<file path="src/rtl/pixel_writer_pkg.sv">
// rtl/pixel_writer_pkg.sv - shared types, widths and address helper for pixel_writer
package pixel_writer_pkg;

    localparam int SCREEN_W_DEF = 160;
    localparam int SCREEN_H_DEF = 120;
    localparam int ADDR_W       = 15;
    localparam int COLOUR_W     = 3;

    typedef enum logic [1:0] {
        ST_IDLE  = 2'd0,
        ST_DRAIN = 2'd1,
        ST_CLEAR = 2'd2
    } state_t;

    // Row-major address y*width + x as a constant shift-add: one term per set
    // bit of width (160 -> y<<7 + y<<5), so no multiplier is inferred.
    function automatic logic [ADDR_W-1:0] pixel_addr(input logic [6:0] y,
                                                     input logic [7:0] x,
                                                     input int unsigned width);
        logic [ADDR_W-1:0] acc;
        acc = {7'd0, x};
        for (int i = 0; i < 9; i++) begin
            if (width[i]) begin
                acc = acc + ({8'd0, y} << i);
            end
        end
        return acc;
    endfunction

endpackage

</file>
<file path="src/rtl/pixel_fifo.sv">
// rtl/pixel_fifo.sv - synchronous plot-request FIFO with registered count
// Ports: clk/rst (async active-low); push/push_data write side;
//        pop, head_data (oldest entry), next_data (entry behind head);
//        full, empty, count status.
module pixel_fifo #(
    parameter int DEPTH = 8,
    parameter int WIDTH = 18
) (
    input  logic                       clk,
    input  logic                       rst,
    input  logic                       push,
    input  logic [WIDTH-1:0]           push_data,
    input  logic                       pop,
    output logic [WIDTH-1:0]           head_data,
    output logic [WIDTH-1:0]           next_data,
    output logic                       full,
    output logic                       empty,
    output logic [$clog2(DEPTH+1)-1:0] count
);

    localparam int PTR_W = $clog2(DEPTH);
    localparam int CNT_W = $clog2(DEPTH + 1);

    logic [WIDTH-1:0] mem [DEPTH];
    logic [PTR_W-1:0] wr_ptr;
    logic [PTR_W-1:0] rd_ptr;
    logic             do_push;
    logic             do_pop;

    // A push against a full FIFO is refused even if a pop frees a slot this cycle.
    assign do_push = push && !full;
    assign do_pop  = pop && !empty;

    assign full      = (count == CNT_W'(DEPTH));
    assign empty     = (count == '0);
    assign head_data = mem[rd_ptr];
    assign next_data = mem[rd_ptr + PTR_W'(1)];

    always_ff @(posedge clk or negedge rst) begin
        if (!rst) begin
            wr_ptr <= '0;
            rd_ptr <= '0;
            count  <= '0;
        end else begin
            if (do_push) begin
                wr_ptr <= wr_ptr + PTR_W'(1);
            end
            if (do_pop) begin
                rd_ptr <= rd_ptr + PTR_W'(1);
            end
            count <= count + CNT_W'(do_push) - CNT_W'(do_pop);
        end
    end

    always_ff @(posedge clk) begin
        if (do_push) begin
            mem[wr_ptr] <= push_data;
        end
    end

endmodule

</file>
<file path="src/rtl/pixel_writer.sv">
// rtl/pixel_writer.sv - buffers pixel plots and screen clears into framebuffer writes
// Ports: clk, rst (async active-low); plot/x_coord/y_coord/colour plot request;
//        clear/clear_colour fill request; ready (plot will be stored);
//        fb_addr/fb_data/fb_we/fb_ready framebuffer write handshake;
//        busy, overflow (sticky), dropped (saturating off-screen count).
module pixel_writer
    import pixel_writer_pkg::*;
#(
    parameter int FIFO_DEPTH = 8,
    parameter int SCREEN_W   = SCREEN_W_DEF,
    parameter int SCREEN_H   = SCREEN_H_DEF
) (
    input  logic                clk,
    input  logic                rst,
    input  logic                plot,
    input  logic [7:0]          x_coord,
    input  logic [6:0]          y_coord,
    input  logic [COLOUR_W-1:0] colour,
    input  logic                clear,
    input  logic [COLOUR_W-1:0] clear_colour,
    output logic                ready,
    output logic [ADDR_W-1:0]   fb_addr,
    output logic [COLOUR_W-1:0] fb_data,
    output logic                fb_we,
    input  logic                fb_ready,
    output logic                busy,
    output logic                overflow,
    output logic [7:0]          dropped
);

    localparam int ENTRY_W = ADDR_W + COLOUR_W;
    localparam int CNT_W   = $clog2(FIFO_DEPTH + 1);
    localparam logic [8:0]        W_LIM     = 9'(SCREEN_W);
    localparam logic [7:0]        H_LIM     = 8'(SCREEN_H);
    localparam logic [ADDR_W-1:0] LAST_ADDR = ADDR_W'(SCREEN_W * SCREEN_H - 1);

    state_t               state, state_n;
    logic                 pending, pending_n;
    logic [COLOUR_W-1:0]  clr_colour, clr_colour_n;
    logic                 fb_we_n;
    logic [ADDR_W-1:0]    fb_addr_n;
    logic [COLOUR_W-1:0]  fb_data_n;
    logic                 busy_n;

    logic                 on_screen;
    logic                 push_ok;
    logic                 pop;
    logic [ADDR_W-1:0]    plot_addr;
    logic [ENTRY_W-1:0]   head_data;
    logic [ENTRY_W-1:0]   next_data;
    logic                 fifo_full;
    logic                 fifo_empty;
    logic [CNT_W-1:0]     fifo_count;
    logic [CNT_W-1:0]     count_n;

    assign on_screen = ({1'b0, x_coord} < W_LIM) && ({1'b0, y_coord} < H_LIM);
    assign ready     = !fifo_full && (state != ST_CLEAR) && !pending;
    assign push_ok   = plot && on_screen && ready;
    assign plot_addr = pixel_addr(y_coord, x_coord, SCREEN_W);

    pixel_fifo #(
        .DEPTH (FIFO_DEPTH),
        .WIDTH (ENTRY_W)
    ) u_fifo (
        .clk       (clk),
        .rst       (rst),
        .push      (push_ok),
        .push_data ({plot_addr, colour}),
        .pop       (pop),
        .head_data (head_data),
        .next_data (next_data),
        .full      (fifo_full),
        .empty     (fifo_empty),
        .count     (fifo_count)
    );

    always_ff @(posedge clk or negedge rst) begin
        if (!rst) begin
            state <= ST_IDLE;
        end else begin
            state <= state_n;
        end
    end

    // The FIFO head stays in the FIFO while it is being offered on the
    // framebuffer port; it is popped only on the accepted handshake, so the
    // buffer holds exactly FIFO_DEPTH requests under back-pressure.
    always_comb begin
        state_n      = state;
        fb_we_n      = fb_we;
        fb_addr_n    = fb_addr;
        fb_data_n    = fb_data;
        pending_n    = pending;
        clr_colour_n = clr_colour;
        pop          = 1'b0;

        if (clear && !pending && (state != ST_CLEAR)) begin
            pending_n    = 1'b1;
            clr_colour_n = clear_colour;
        end

        case (state)
            ST_IDLE: begin
                // New plots are blocked while a clear is pending, so the FIFO
                // only has to drain once before the fill may start.
                if (pending && fifo_empty) begin
                    state_n   = ST_CLEAR;
                    fb_we_n   = 1'b1;
                    fb_addr_n = '0;
                    fb_data_n = clr_colour;
                end else if (!fifo_empty) begin
                    state_n = ST_DRAIN;
                end
            end
            ST_DRAIN: begin
                if (!fb_we) begin
                    if (!fifo_empty) begin
                        fb_we_n   = 1'b1;
                        fb_addr_n = head_data[ENTRY_W-1:COLOUR_W];
                        fb_data_n = head_data[COLOUR_W-1:0];
                    end else begin
                        state_n = ST_IDLE;
                    end
                end else if (fb_ready) begin
                    pop = 1'b1;
                    if (fifo_count > CNT_W'(1)) begin
                        fb_addr_n = next_data[ENTRY_W-1:COLOUR_W];
                        fb_data_n = next_data[COLOUR_W-1:0];
                    end else begin
                        // Last buffered entry retired; a plot landing this same
                        // cycle is picked up from the head on the next cycle.
                        fb_we_n = 1'b0;
                        state_n = push_ok ? ST_DRAIN : ST_IDLE;
                    end
                end
            end
            ST_CLEAR: begin
                if (fb_ready) begin
                    if (fb_addr == LAST_ADDR) begin
                        fb_we_n   = 1'b0;
                        state_n   = ST_IDLE;
                        pending_n = 1'b0;
                    end else begin
                        fb_addr_n = fb_addr + ADDR_W'(1);
                    end
                end
            end
            default: begin
                state_n = ST_IDLE;
                fb_we_n = 1'b0;
            end
        endcase

        count_n = fifo_count + CNT_W'(push_ok) - CNT_W'(pop);
        busy_n  = (state_n != ST_IDLE) || (count_n != '0) || pending_n;
    end

    always_ff @(posedge clk or negedge rst) begin
        if (!rst) begin
            fb_we      <= 1'b0;
            fb_addr    <= '0;
            fb_data    <= '0;
            pending    <= 1'b0;
            clr_colour <= '0;
            busy       <= 1'b0;
            overflow   <= 1'b0;
            dropped    <= '0;
        end else begin
            fb_we      <= fb_we_n;
            fb_addr    <= fb_addr_n;
            fb_data    <= fb_data_n;
            pending    <= pending_n;
            clr_colour <= clr_colour_n;
            busy       <= busy_n;
            if (plot && on_screen && !ready) begin
                overflow <= 1'b1;
            end
            if (plot && !on_screen && (dropped != 8'hFF)) begin
                dropped <= dropped + 8'd1;
            end
        end
    end

endmodule

</file>
<file path="config.mk">
export PLATFORM = sky130hd
export DESIGN_NAME = pixel_writer
export DESIGN_NICKNAME = d
export VERILOG_FILES = /design/src/rtl/pixel_writer_pkg.sv /design/src/rtl/pixel_fifo.sv /design/src/rtl/pixel_writer.sv
export SDC_FILE = /design/constraint.sdc
export NUM_CORES = 1
export LEC_CHECK = 0
export CAP_MARGIN = 20
export CORE_ASPECT_RATIO = 0.7
export CORE_MARGIN = 3
export CORE_UTILIZATION = 60
export CTS_CLUSTER_DIAMETER = 150
export DETAILED_ROUTE_END_ITERATION = 7
export PLACE_DENSITY = 0.84
export SLEW_MARGIN = 20
export SYNTH_ARGS = -nofsm -noshare
export SYNTH_HDL_FRONTEND = slang
export SYNTH_SLANG_ARGS = --single-unit
</file>
<file path="constraint.sdc">
create_clock -name clk -period 4.83 [get_ports clk]
set_input_delay 0.966 -clock clk [delete_from_list [all_inputs] [get_ports clk]]
set_output_delay 0.966 -clock clk [all_outputs]
set_load 0.02 [all_outputs]
</file>
==> flow_summary.yaml, run 1 <==
timing:
  max_slew.worst_pin.slew_ns: 0.941
  skew_ns: 0.0119
  fin_crit_ns: 3.48
  setup_slack_ns: 1.35
  rsz0062_at_grt: "no"
  setup_viol: 0
  hold_violations: 0
  min_period_over_period: 0.720
  drv_slew: 0
  max-slew-margin-rel: 0.373
  fmax_mhz: 288
  fin_setup_tns_ns: 0
  holdWs_ns: 0.481
synth:
  ys_warn_count: 0
  avgSynthCellArea_um2: 15.2
  synth_seq_area_share: 0.556
  async_reset_ff_frac: 0.238
  syn_nets: 706
  synth_cells: 644
  synthFlopType: "edfxtp_1"
  synth_enable_flop_cells: 144
  synth_area_um2: 9810
  synth.ff_latch_count: 189
  synth_cell_types: 72
power_and_ir_drop:
  max-vdd-ir-drop_mv: 0.309
  power_density_nw_per_um2: 587
  power.leakage_nw: 3.93
  power_mw: 6.53
run:
  drv_cap: 0
finish:
  final_net_count: 767
  layout-drive-gt1-share: 0.203
  antenna_cells: 0
  layout.cells.non_filler: 938
  syn_to_final_growth_pct: 13.6
  final_core_util: 0.708
  design_area_um2: 11100
critical_path:
  rrSetupSlack_ns: 1.40
  crit_slowest_cell: "clkdlybuf4s50_1"
  startpoint_type: "register"
  cp-end-kind: "output pin"
  worstSetupPathType: "register to output pin"
  crit_path_cell_trace: "inv_1 > ha_1 > a211o_1 > inv_1 > clkdlybuf4s50_1"
  worst-path-max-fanout: 12
  worstPathArrival_ns: 2.51
  crit_top_cell: "inv_1"
  cp.required_ns: 3.86
  cpPeakStageDelay_ns: 0.60
detailed_routing:
  wl_per_cell_um: 25.2
  drc: 0
  wl_met3_um: 2360
  firstDrtPassIters: 7
  antenna_left: 0
  viasPerCell: 6.74
  routed_wl_um: 23600
  vias: 6322
  top_layer: "met4"
  wl_met2_um: 11300
  wl_met1_um: 9470
  drt_iter0_markers: 855
floorplan:
  rows: 38
  core-area_um2: 15700
  die_area_um2: 17900
  die_h_um: 113
  dieWidth_um: 159
  initial_core_util: 0.623
  ios: 56
global_route:
  gr-total-overflow: 0
  globalRouteTotalUtil: 0.271
  first_global_vias: 6294
  grt_pass1_wl_um: 36300
  grt_max_degree: 51
  antenna_found_initial: 0
placed_design:
  gp_congestion: 0.910
  dpl_cell_area_um2: 10600
  dpl.hpwl_um: 15800
  dp_cells: 906
  io_buffer_count: 55
  place_ws_ns: 0.957
clock_tree:
  cts_tree: "done"
  ctsRootBufferMaster: "clkbuf_16"
  post_cts_buffers: 0
  clock_path_buffers: 2
  post_cts_resized: 0
  path_clk_slew_ns: 0.07
  clk_latency_ns: 0.44
  cts.sinks: 189
  htreeDepth: 4
  cts_buffers: 17
  holdBufCountCts: 0
status:
  outcome: "completed"
min_path:
  hold_path.class: "register to register"
## cell type report
type                            count  area [µm²]
Sequential cell                   189        5450
Fill cell                        1001        4600
Multi-Input combinational cell    401        4090
Timing Repair Buffer               70         661
Clock buffer                       21         450
Tap cell                          220         275
Clock inverter                     11         109
Inverter                           26        97.6
## power by group
group	switching (mW)	leakage [nW]	internal (mW)	total [mW]
clock network	0.625	0.268	0.733	1.36
registers	0.197	1.86	1.91	2.10
logic	1.64	1.81	1.44	3.07
## layout by cell type, fill, tap and decap left out, drive strengths merged, types with 17 or more instances in the layout
cell type / netlist / final
ha: 32 / 32
a21oi: 17 / 17
mux2i: 17 / 17
mux4: 72 / 72
inv: 25 / 30
dfrtp: 45 / 45
clkbuf: 7 / 21
o21ai: 21 / 21
xnor2: 17 / 17
clkdlybuf4s50: 0 / 54
nand2: 48 / 48
nand3: 18 / 18
edfxtp: 144 / 144
nor2: 19 / 19
## sequential cells by signal, summed over array words and instances (netlist names)
register / cells
u_fifo.mem: 144
fb_addr: 15
dropped: 8
u_fifo.count: 4
clr_colour: 3
fb_data: 3
u_fifo.rd_ptr: 3
u_fifo.wr_ptr: 3
state: 2
busy: 1
fb_we: 1
overflow: 1
pending: 1
## path summary, 6_finish.rpt
path / end / from / cells after the start
min in group asynchronous: u_fifo.wr_ptr[0]$_DFFE_PN0P_ / rst / 1
worst max register to register: fb_addr[1]$_DFFE_PN0P_ / u_fifo.rd_ptr[0]$_DFFE_PN0P_ / 7
max in group asynchronous: u_fifo.rd_ptr[0]$_DFFE_PN0P_ / rst / 1
worst min-delay path: overflow$_DFFE_PN0P_ / overflow$_DFFE_PN0P_ / 1
worst max-delay path: ready / state[0]$_DFF_PN0_ / 5
worst min register to register: overflow$_DFFE_PN0P_ / overflow$_DFFE_PN0P_ / 1
## critical path, delay by kind of cell (launching register included)
family,cells,cell delay [ns]
buffers and inverters,3,0.82
adder cells (fa/ha/maj),1,0.38
flip-flops,1,0.43
AO/OA/AOI/OAI,1,0.44
## layer usage
metal | track usage | vias up
li1 | - | 2693
met3 | 0.0556 | 52
met2 | 0.427 | 408
met5 | 0 | -
met1 | 0.387 | 3169
met4 | 0.0886 | 0
## cell usage after synthesis, drive strengths merged (3+ instances only)
library cell,number,share of area
dfrtp,45,0.11
o221ai,3,0.0027
a21oi,17,0.0087
inv,25,0.0096
mux2,11,0.013
nand4,9,0.0057
and3,9,0.0059
a22oi,6,0.0046
ha,32,0.041
a221o,4,0.0041
o2bb2ai,5,0.0045
and2,3,0.0019
nand2,48,0.018
edfxtp,144,0.44
o22ai,5,0.0032
mux4,72,0.17
mux2i,17,0.017
a21o,4,0.0031
o211ai,3,0.0023
clkbuf,7,0.0047
nand3,18,0.0097
nor2,19,0.0073
nor2b,7,0.0045
buf,21,0.015
nor3b,6,0.0046
nor3,6,0.0031
o31a,3,0.0027
a32o,3,0.0031
xor2,10,0.0097
o21ai,21,0.011
fa,4,0.0082
xnor2,17,0.015
## kinds of logic (layout without fill, tap and decap cells)
group / count (synthesis) / count (layout) / share of synthesized area
AO/OA/AOI/OAI: 99 / 99 / 0.0725
XOR/XNOR: 27 / 27 / 0.0249
adder cells (fa/ha/maj): 36 / 36 / 0.0490
buffers and inverters: 54 / 128 / 0.0300
flip-flops: 189 / 189 / 0.556
multiplexers: 100 / 100 / 0.195
AND/OR/NAND/NOR: 139 / 139 / 0.0725
Note: power is estimated with default switching activity, not from simulation.
==> run 2: changes to the inputs <==
Settings changed: CORE_UTILIZATION 60 to 54, PLACE_DENSITY 0.84 to 0.8.
Clock period 4.83 ns to 2.82 ns, I/O delays scaled along.
==> flow_summary.yaml, run 2 (same netlist as run 1, synthesis figures left out) <==
status:
  outcome: "completed"
critical_path:
  startpoint: "x_coord[7]"
  rrSetupSlack_ns: 0.18
  cp.required_ns: 2.96
  startpoint_type: "input pin"
  reg2reg_from: "state[1]$_DFF_PN0_"
  r2r_cells: 12
  worstPathArrival_ns: 2.90
  r2r_end: "busy$_DFF_PN0_"
  worst-path-max-fanout: 8
  cp-end-kind: "register"
  worstSetupPathType: "input pin to register"
clock_tree:
  cts.sinks: 189
  path_clk_slew_ns: 0.07
  clk_latency_ns: 0.44
  htreeDepth: 4
  cts_buffers: 17
  clock_path_buffers: 2
  cts_tree: "done"
  ctsRootBufferMaster: "clkbuf_16"
  holdBufCountCts: 0
power_and_ir_drop:
  max-vdd-ir-drop_mv: 0.550
  pwr-share-clk: 0.203
  power_density_nw_per_um2: 977
  power.leakage_nw: 4.24
  seqPwrFrac: 0.308
  cellInternalPower_mw: 7.14
  power.share.switching: 0.373
  combPwrFrac: 0.489
  p_switching_mw: 4.25
finish:
  syn_to_final_growth_pct: 19.0
  final_net_count: 811
  largest_register_ffs: 144
  antenna_cells: 0
  layout.cells.non_filler: 993
  top_regs: "u_fifo.mem (144), fb_addr (15), dropped (8)"
  top_register: "u_fifo.mem"
  final_common_cell: "edfxtp_1"
  nFillCells: 1183
  multi_input_area_um2: 4150
  regArea_um2: 5450
  final_cell_mix: "edfxtp_1, mux4_2, clkdlybuf4s50_1"
  layout-drive-gt1-share: 0.264
timing:
  max_slew.worst_pin.slew_ns: 0.672
  holdWs_ns: 0.161
  skew_ns: 0.00888
  drv_slew: 0
  hold_violations: 0
  fin_setup_tns_ns: 0
  setup_viol: 0
  min_period_over_period: 0.977
  max-slew-margin-rel: 0.551
  fin_crit_ns: 2.75
  fmax_mhz: 363
floorplan:
  die_area_um2: 19800
  core-area_um2: 17500
  dieWidth_um: 167
  die_h_um: 119
  rows: 40
  initial_core_util: 0.561
  ios: 56
detailed_routing:
  viasPerCell: 6.57
  firstDrtPassIters: 5
  antenna_left: 0
  vias: 6526
  wl_per_cell_um: 24.3
  drt_iter0_markers: 774
  drc: 0
  routed_wl_um: 24200
global_route:
  grt_pass1_wl_um: 37700
  globalRouteTotalUtil: 0.250
  gr-total-overflow: 0
  antenna_found_initial: 0
  grt_max_degree: 74
  first_global_vias: 6653
run:
  drv_cap: 0
placed_design:
  dp_cells: 960
  dpl.hpwl_um: 16200
  gp_congestion: 0.934
  io_buffer_count: 55
min_path:
  hold_path.class: "input pin to async pin"
-- run 2: changes by cell type in the layout (fill, tap and decap cells not counted), moves of 2 or more --
| cell | change |
|---|---|
| o21ai_0 | -2 |
| clkinv_8 | +2 |
| xnor2_2 | +3 |
| buf_12 | +9 |
| inv_8 | +4 |
| buf_4 | +34 |
| dlygate4sd2_1 | +2 |
| clkdlybuf4s50_1 | -3 |
| a21oi_2 | +2 |
| xnor2_1 | -3 |
| a21oi_1 | -2 |
| clkbuf_1 | -2 |
-- run 2: power by group through the flow --
stage | combinational (mW) | clock [mW] | sequential (mW)
final | 5.57 | 2.32 | 3.50
after global routing | 6.02 | 2.46 | 3.53
after CTS | 5.55 | 2.34 | 3.50
after detailed placement | 5.48 | 0 | 3.56
after global placement | 5.32 | 0 | 3.54
after floorplan | 3.95 | 0 | 3.62
-- run 2: per-stage QoR --
| step | util | worst slack (ns) | power, mW | area [µm²] |
|---|---|---|---|---|
| 3_3_place_gp | 0.631 | -0.410 | 8.87 | 11000 |
| 5_1_grt | 0.668 | -0.0318 | 12.0 | 11700 |
| 2_1_floorplan | - | -0.0558 | 7.57 | 9840 |
| 3_5_place_dp | 0.631 | -0.571 | 9.04 | 11000 |
| 6_report | 0.668 | 0.0656 | 11.4 | 11700 |
| 4_1_cts | 0.666 | 0.0133 | 11.4 | 11600 |
-- run 2: cell type report --
cell class / instances / area share
clock inverters: 14 / 0.0124
inverters: 26 / 0.00837
flip-flops and latches: 189 / 0.468
clock buffers: 18 / 0.0368
well taps: 231 / 0.0248
repair buffers: 114 / 0.0944
multi-input cells: 401 / 0.356
-- run 2: repair_timing --
action / 4_1_cts / 5_1_grt
pin swaps: 3 / 4
gates resized for setup: 8 / 6
setup endpoints to repair: 25 / 33
setup buffers: 0 / 1
-- run 2: worst max path at each step --
stage          slack, ns                     endpoint  depth (start not counted)
2_1_floorplan      -0.06   u_fifo.mem[6][0]$_DFFE_PP_                          7
5_1_grt            -0.03  u_fifo.mem[2][14]$_DFFE_PP_                          9
3_5_place_dp       -0.57  u_fifo.mem[7][16]$_DFFE_PP_                          8
4_1_cts             0.01                        ready                          5
3_3_place_gp       -0.41  u_fifo.mem[1][16]$_DFFE_PP_                          8
6_report            0.07  u_fifo.mem[6][16]$_DFFE_PP_                          8
-- run 2: metal layers --
metal | vias up | share of wire | GRT usage
met4 | 0 | 0.017 | 0.0726
met1 | 3359 | 0.41 | 0.357
met3 | 32 | 0.081 | 0.0445
met5 | - | 0 | 0
li1 | 2786 | - | -
met2 | 349 | 0.49 | 0.399
-- run 2: critical path, stage by stage --
cell,delay (ns)
clkdlybuf4s50_1,0.51
fa_1,0.48
ha_1,0.32
a21o_1,0.20
a21oi_2,0.19
o21ai_2,0.14
o41ai_4,0.30
xnor2_2,0.20
